[config.mk]
export PLATFORM = sky130hd
export DESIGN_NAME = fp_exp_align_pipe
export DESIGN_NICKNAME = d
export VERILOG_FILES = /design/src/rtl/fp_exp_align_pipe.sv
export SDC_FILE = /design/constraint.sdc
export NUM_CORES = 1
export LEC_CHECK = 0
export BUFFER_PORTS_ARGS = -buffer_cell sky130_fd_sc_hd__buf_2
export CAP_MARGIN = 20
export CORE_MARGIN = 2
export CORE_UTILIZATION = 26
export DETAILED_ROUTE_END_ITERATION = 7
export MAX_ROUTING_LAYER = met4
export REMOVE_ABC_BUFFERS = 1
export SYNTH_ARGS = -nofsm -noshare
export SYNTH_HDL_FRONTEND = slang
export SYNTH_SLANG_ARGS = --single-unit
[constraint.sdc]
create_clock -name clk -period 1.4 [get_ports clk]
set_input_delay 0.42 -clock clk [delete_from_list [all_inputs] [get_ports clk]]
set_output_delay 0.42 -clock clk [all_outputs]
set_load 0.05 [all_outputs]
[src/rtl/fp_exp_align_pipe.sv]
// Two-stage valid/ready operand alignment for the FP adder: exponent compare/swap,
// then right-shift of the smaller significand with guard/round/sticky capture.
module fp_exp_align_pipe #(
  parameter int EW = 4,
  parameter int MW = 3
) (
  input  logic             clk,
  input  logic             rst_n,
  input  logic             in_valid,
  output logic             in_ready,
  input  logic [EW+MW:0]   x,
  input  logic [EW+MW:0]   y,
  output logic             out_valid,
  input  logic             out_ready,
  output logic             swapped,
  output logic [EW-1:0]    exp_diff,
  output logic             big_sign,
  output logic             small_sign,
  output logic [EW-1:0]    big_exp,
  output logic [MW:0]      big_sig,
  output logic [MW:0]      small_sig,
  output logic [2:0]       grs
);

  localparam int W  = 1 + EW + MW;
  localparam int SW = MW + 1;
  localparam int XW = MW + 3;

  typedef struct packed {
    logic          swapped;
    logic [EW-1:0] diff;
    logic          big_sign;
    logic          small_sign;
    logic [EW-1:0] big_exp;
    logic [SW-1:0] big_sig;
    logic [SW-1:0] small_sig;
  } stage_t;

  logic          s1_valid_q, s1_valid_d, s2_valid_q, s2_valid_d;
  stage_t        s1_q, s1_d, s2_q, s2_d, cand_s;
  logic [2:0]    grs_q, grs_d, grs_s;
  logic          s1_load_s, s2_load_s;
  logic [EW-1:0] exp_x_s, exp_y_s, eff_x_s, eff_y_s;
  logic [SW-1:0] sig_x_s, sig_y_s, shsig_s;
  logic [EW:0]   dxy_s, dyx_s;
  logic [XW-1:0] ext_s, shifted_s, mask_s;

  // Stage-1 candidate: effective exponents, signed difference, big/small selection
  always_comb begin
    exp_x_s = x[W-2:MW];
    exp_y_s = y[W-2:MW];
    eff_x_s = (exp_x_s != {EW{1'b0}}) ? exp_x_s : {{(EW-1){1'b0}}, 1'b1};
    eff_y_s = (exp_y_s != {EW{1'b0}}) ? exp_y_s : {{(EW-1){1'b0}}, 1'b1};
    sig_x_s = {|exp_x_s, x[MW-1:0]};
    sig_y_s = {|exp_y_s, y[MW-1:0]};
    dxy_s   = {1'b0, eff_x_s} - {1'b0, eff_y_s};
    dyx_s   = {1'b0, eff_y_s} - {1'b0, eff_x_s};
    cand_s  = '0;
    cand_s.swapped = dxy_s[EW];
    if (dxy_s[EW]) begin
      cand_s.diff       = dyx_s[EW-1:0];
      cand_s.big_sign   = y[W-1];
      cand_s.small_sign = x[W-1];
      cand_s.big_exp    = eff_y_s;
      cand_s.big_sig    = sig_y_s;
      cand_s.small_sig  = sig_x_s;
    end else begin
      cand_s.diff       = dxy_s[EW-1:0];
      cand_s.big_sign   = x[W-1];
      cand_s.small_sign = y[W-1];
      cand_s.big_exp    = eff_x_s;
      cand_s.big_sig    = sig_x_s;
      cand_s.small_sig  = sig_y_s;
    end
  end

  // Stage-2 alignment shift; beyond MW+2 positions everything collapses into sticky
  always_comb begin
    ext_s     = {s1_q.small_sig, 2'b00};
    shifted_s = ext_s >> s1_q.diff;
    for (int i = 0; i < XW; i++) begin
      mask_s[i] = (i < int'(s1_q.diff));
    end
    if (int'(s1_q.diff) < XW) begin
      shsig_s = shifted_s[XW-1:2];
      grs_s   = {shifted_s[1:0], |(ext_s & mask_s)};
    end else begin
      shsig_s = {SW{1'b0}};
      grs_s   = {2'b00, |s1_q.small_sig};
    end
  end

  // Handshake and next-state for both stages; stalled stages keep their payload
  always_comb begin
    s2_load_s  = ~s2_valid_q | out_ready;
    s1_load_s  = ~s1_valid_q | s2_load_s;
    s1_valid_d = s1_valid_q;
    s1_d       = s1_q;
    s2_valid_d = s2_valid_q;
    s2_d       = s2_q;
    grs_d      = grs_q;
    if (s1_load_s) begin
      s1_valid_d = in_valid;
      if (in_valid) begin
        s1_d = cand_s;
      end else begin
        s1_d = s1_q;
      end
    end else begin
      s1_valid_d = s1_valid_q;
    end
    if (s2_load_s) begin
      s2_valid_d = s1_valid_q;
      if (s1_valid_q) begin
        s2_d           = s1_q;
        s2_d.small_sig = shsig_s;
        grs_d          = grs_s;
      end else begin
        s2_d  = s2_q;
        grs_d = grs_q;
      end
    end else begin
      s2_valid_d = s2_valid_q;
    end
  end

  // Pipeline registers
  always_ff @(posedge clk or negedge rst_n) begin
    if (!rst_n) begin
      s1_valid_q <= 1'b0;
      s2_valid_q <= 1'b0;
      s1_q       <= '0;
      s2_q       <= '0;
      grs_q      <= 3'b000;
    end else begin
      s1_valid_q <= s1_valid_d;
      s2_valid_q <= s2_valid_d;
      s1_q       <= s1_d;
      s2_q       <= s2_d;
      grs_q      <= grs_d;
    end
  end

  assign in_ready   = s1_load_s;
  assign out_valid  = s2_valid_q;
  assign swapped    = s2_q.swapped;
  assign exp_diff   = s2_q.diff;
  assign big_sign   = s2_q.big_sign;
  assign small_sign = s2_q.small_sign;
  assign big_exp    = s2_q.big_exp;
  assign big_sig    = s2_q.big_sig;
  assign small_sig  = s2_q.small_sig;
  assign grs        = grs_q;

endmodule
Word-level counts from Yosys, hierarchy flattened

Cells that the tools add are included.
W data, S select, Z words.

Bits of input ports: 20
Memories: 0
Bits in writable memories: 0
Bits in latches: 0
Logic and storage cells: 45
Bits in read-only memories: 0
Flip-flop bits (word level): 43

Reduce and logical (&&, ||, !) cells: 8
Magnitude comparators: 7
Add/subtract/negate cells: 2
Bitwise logic cells: 5
Multipliers: 0
Divide/modulo/power cells: 0
Equality and inequality tests: 0
Shifts and indexed selects: 1
Multiplexer cells: 5

Operator list:

| operator             | number |
|---|---|
| $mux W18             | 1 |
| $mux W4              | 3 |
| $reduce_or A4 Y1     | 3 |
| $lt A1 B4 Y1 const A | 2 |
| $lt A2 B4 Y1 const A | 2 |
| $lt A3 B4 Y1 const A | 2 |
| $reduce_bool A4 Y1   | 2 |
| $and A6 B6 Y6        | 1 |
| $reduce_or A6 Y1     | 1 |
| $shr A6 B4 Y6        | 1 |
| $sub A4 B4 Y5        | 1 |
| $lt A4 B3 Y1 const B | 1 |
| $reduce_and A2 Y1    | 2 |
| $sub A4 B4 Y4        | 1 |
| $mux W3              | 1 |
| $not A1 Y1           | 2 |
| $or A1 B1 Y1         | 2 |

Longest topological paths before layout

Word-level depth: 4
Mapped depth: 10
Mapped depth without buffers: 8

Least setup slack after synthesis

OpenSTA, ideal clock, no wires.

Path kind: reg-to-reg
Start: reg s2_valid_q, in the netlist out_valid
End: reg s1_q (netlist bit ext_s[2])
Cell stages (with the launch flop): 5
Slack: -0.978 ns
Setup time: 0.127 ns
Buffers on the path: 1
Data required time: 1.273 ns
Arrival: 2.250 ns
Cells stage by stage: dfrtp_1 > nand3b_1 > nand2_2 > clkdlybuf4s50_2 > o21ai_0

Cells in the longest elaborated chain, start to end: 4

RTL lines:

| element                            | RTL line | text |
|---|---|---|
| start, declared                    | 39       | `logic s1_valid_q, s1_valid_d, s2_valid_q, s2_valid_d;` |
| start signal, assigned             | 137      | `s2_valid_q <= s2_valid_d;` |
| $not A1 Y1                         | 95       | `s2_load_s = ~s2_valid_q \| out_ready;` |
| $or A1 B1 Y1                       | 95       |  |
| $or A1 B1 Y1                       | 96       | `s1_load_s = ~s1_valid_q \| s2_load_s;` |
| net in_ready                       | 10       | `output logic in_ready,` |
| $reduce_and A2 Y1 (no source line) | --       |  |
| end signal, assigned               | 132      | `s1_q <= '0;` |
| end signal, assigned               | 138      | `s1_q <= s1_d;` |
| end, declared                      | 40       | `stage_t s1_q, s1_d, s2_q, s2_d, cand_s;` |

The timed path passes the listed nets, and every way through them passes these cells.
A chain may end at the register's enable or synchronous reset.

Worst setup path after layout

Start: in y[5]
End: reg s1_q[15] in the netlist's numbering

Cells in the longest elaborated chain, start to end: 4
Elaborated cells on any way between the ends: 5

RTL lines:

| element                                        | RTL line | text |
|---|---|---|
| start, declared                                | 12       | `input logic [EW+MW:0] y,` |
| $reduce_bool A4 Y1                             | 53       | `eff_y_s = (exp_y_s != {EW{1'b0}}) ? exp_y_s : {{(EW-1){1'b0}}, 1'b1};` |
| $mux W4 *                                      | 53       |  |
| $sub A4 B4 Y5 or $sub A4 B4 Y4 (tied branches) | 56, 57   |  |
| $mux W18 *                                     | 60       | `if (dxy_s[EW]) begin` |

Mark *: on every way between the ends. The rest lies on a longest branch, timed or not.

==> metrics.md <==
| Metric | Value |
|---|---|
| Netlist Area Pre-Place | `2260 µm²` |
| CP top delay family | `simple AND/OR/NAND/NOR gates` |
| Maximum VDD drop | `610 µV` |
| Post-synth top area share | `47.7%` |
| Synth warn | `0` |
| # hold bufs at CTS | `0` |
| Worst hold slack | `0.0851 ns` |
| Reg2Reg Depth | `6` |
| RR Startpoint | `out_valid` |
| Register share of total power | `37.2%` |
| Avg Inst Size Synth | `10.3 µm²` |
| DRC viols | `0` |
| # rows | `33` |
| Leak Pwr | `1.52 nW` |
| Seq/Total Area, Yosys | `47.7%` |
| Vias per cell | `4.53` |
| Clock network fraction of design power | `21.6%` |
| Crit Path Category | `input port to flip-flop` |
| Initial core utilization | `27.2%` |
| Die area | `9440 µm²` |
| Root Driver | `clkbuf_8` |
| Final WS setup | `-0.477 ns` |
| Minimum clock period | `1.88 ns` |
| Initial antenna violation count | `0` |
| Synth async-reset ratio | `100%` |
| Int Pwr | `2.74 mW` |
| Net Sw Frac | `40.0%` |
| Clock-pin slew on the worst setup and hold paths | `0.08 ns` |
| H-tree Lvls | `2` |
| Top FF cell, synth | `dfrtp_1` |
| CP bufs+invs | `2` |
| Final setup violation count | `18` |
| Fraction of layout cells with a size suffix above 1 | `48.0%` |
| Layout area overhead | `42.6%` |
| Crit Path Max Fanout | `5` |
| Worst skew pair latency | `0.30 ns` |
| Clk sinks | `43` |
| Max Root-Sink Buffers | `2` |
| First-pass GRT wire length | `9.51 mm` |
| Failing checks | `setup timing` |
| Number of CTS-inserted buffers | `5` |
| Critical path's largest stage delay | `0.39 ns` |
| Total track usage | `12.5%` |
| Die Ht | `97.2 µm` |
| First-pass iteration count of the detailed router | `4` |
| Setup total negative slack | `-6.47 ns` |
| Period utilisation layout | `134%` |
| RSZ-0062 raised after global routing | `true` |
| Design area | `3220 µm²` |
| Maxcap violations | `0` |
| Gp weighted congestion | `0.824` |
| Layout Nets | `326` |
| Drt total wl | `5.44 mm` |
| Core area | `8300 µm²` |
| Crit path cell chain | `buf_6 > or3_4 > nand2_4 > ha_4 > nand2b_4 > a211oi_4 > buf_6 > or3_4 > a211o_1 > nand3_2` |
| Required time of the critical path | `1.63 ns` |
| TritonCTS clock tree | `yes` |
| HP Class | `input port to asynchronous set/reset pin` |
| Total Power | `4.57 mW` |
| Area contributors post-synth | `dfrtp_1 48%, mux2_2 9.0%, mux2i_1 5.3%, nand2_1 5.3%, o21ai_0 4.0%` |
| FF-to-FF setup slack | `0.03 ns` |
| Mapped Cells | `218` |
| Ant diodes | `0` |
| Status | `complete, but fails checks` |
| Hold Vio Cnt, Final | `0` |
| Placed wire-length estimate | `3.71 mm` |
| Commonest non-fill, non-tap cell in the layout | `dfrtp_1` |
| Port Buf Inserts | `43` |
| Gate power share | `41.2%` |
| Reg-to-reg critical path endpoint | `s1_q[15]` |
| Vias in the first global route | `1964` |
| Sw Pwr | `1.83 mW` |
| DR vias | `1833` |
| Slowest stage cell, crit path | `or3_4` |
| Gr ovfl total | `0` |
| Pwr/cell area | `1420 nW/µm²` |
| Post-synth EDFFs | `0` |
| Slew HR | `63.4%` |
| Yosys cell types | `45` |
| Crit. End Element | `flip-flop` |
| Most frequent cells in the layout | `43 x dfrtp_1, 38 x buf_4, 37 x buf_2, 31 x nand2_1, 17 x mux2_2` |
| Num ports | `44` |
| First DRT Iteration DRCs | `23` |
| Worst Tran Pin Value | `0.547 ns` |
| Wirelength per Cell | `13.4 µm` |
| Largest net degree at the start of global routing | `44` |
| Final Max Slew Viols | `0` |
| Number of synthesized register bits | `43` |
| Placed cell areas | `2790 µm²` |
| Layout Utilization | `38.8%` |
| Worst Skew | `0.00738 ns` |
| Die Span X | `97.2 µm` |
| Crit path arrival time | `2.11 ns` |
| Final ANT Viol Nets | `0` |
| Synth area leader | `dfrtp_1` |
| FMAX | `0.533 GHz` |
| CP startpoint kind | `input port` |
==> how the worst max path moves through the flow <==
stage | to | slack (ns) | start | depth (start not counted)
2_1_floorplan | ext_s[5] | -1.10 | x[4] | 8
3_3_place_gp | s1_q[16] | -1.01 | y[4] | 10
3_5_place_dp | s1_q[17] | -1.10 | y[4] | 10
4_1_cts | s1_q[16] | -0.47 | y[5] | 10
5_1_grt | s1_q[12] | -0.53 | x[6] | 10
6_report | s1_q[15] | -0.48 | y[5] | 10
==> registers in the layout, indices dropped and copies added, names as in the netlist, 3 cells and up <==
name	flops
s1_q	15
big_exp	4
big_sig	4
exp_diff	4
ext_s	4
small_sig	4
grs	3
==> stage by stage <==
step           instances  setup slack (ns)
2_1_floorplan        203             -1.10
3_3_place_gp         386             -1.01
3_5_place_dp         386             -1.10
4_1_cts              403            -0.474
5_1_grt              405            -0.530
6_report             405            -0.477
==> final cells by class <==
type	instances	area, µm²
Fill cell	814	5080
Clock inverter	3	43.8
Timing Repair Buffer	89	662
Inverter	9	36.3
Multi-Input combinational cell	151	1200
Sequential cell	43	1080
Clock buffer	5	68.8
Tap cell	105	131
==> Yosys cell counts, types with 2 or more instances <==
cell type,number
ha_1,7
o21ai_0,18
dfrtp_1,43
inv_1,9
nand2_1,32
buf_6,3
o211ai_1,2
nand3_1,2
o21a_1,2
mux2_2,18
nor2_1,10
nor4_1,2
mux2i_1,12
o21ai_1,2
o31ai_1,4
a211o_1,2
or3_1,2
nor3_1,3
nand3b_1,2
clkbuf_1,9
a21oi_1,8
nand2b_1,3
==> worst register-to-register path, delay by kind of cell (launching register included) <==
family	cells	cell delay [ns]
DFF	1	0.40
and+or+nand+nor	3	0.30
buffers and inverters	2	0.33
AOI/OAI and AO/OA	1	0.29
==> routing by layer <==
metal | up-vias | GRT usage [%] | share of wire (%)
li1 | 911 | - | -
met4 | 0 | 2.93 | 1.1
met3 | 9 | 2.59 | 3.8
met1 | 874 | 16.2 | 48
met2 | 39 | 20.3 | 47
met5 | - | - | 0
==> cell families (layout without fill, tap and decap cells) <==
family          after synthesis  after routing  synth area share [%]
compound gates               46             46                  13.2
xor+xnor                      2              2                  1.11
fa+ha+maj                     7              7                  3.88
buf+inv                      24            106                  6.05
flops                        43             43                  47.7
mux                          30             30                  14.3
simple gates                 66             66                  13.8
==> power groups by stage <==
stage               Clock [mW]  Sequential (mW)  Combinational (mW)
floorplan                    0             2.35               0.524
global placement             0             1.71                1.70
detailed placement           0             1.73                1.71
CTS                       1.02             1.70                1.85
global route              1.08             1.75                2.02
finish                   0.986             1.70                1.88
==> repair_timing <==
item                                    4_1_cts  5_1_grt
pin swaps                                    16        7
resized for setup                            47       13
buffers inserted                              9        2
gates cloned                                  1        0
endpoints found under the setup margin       18       20
No activity file was read; power rests on OpenSTA's default activity.
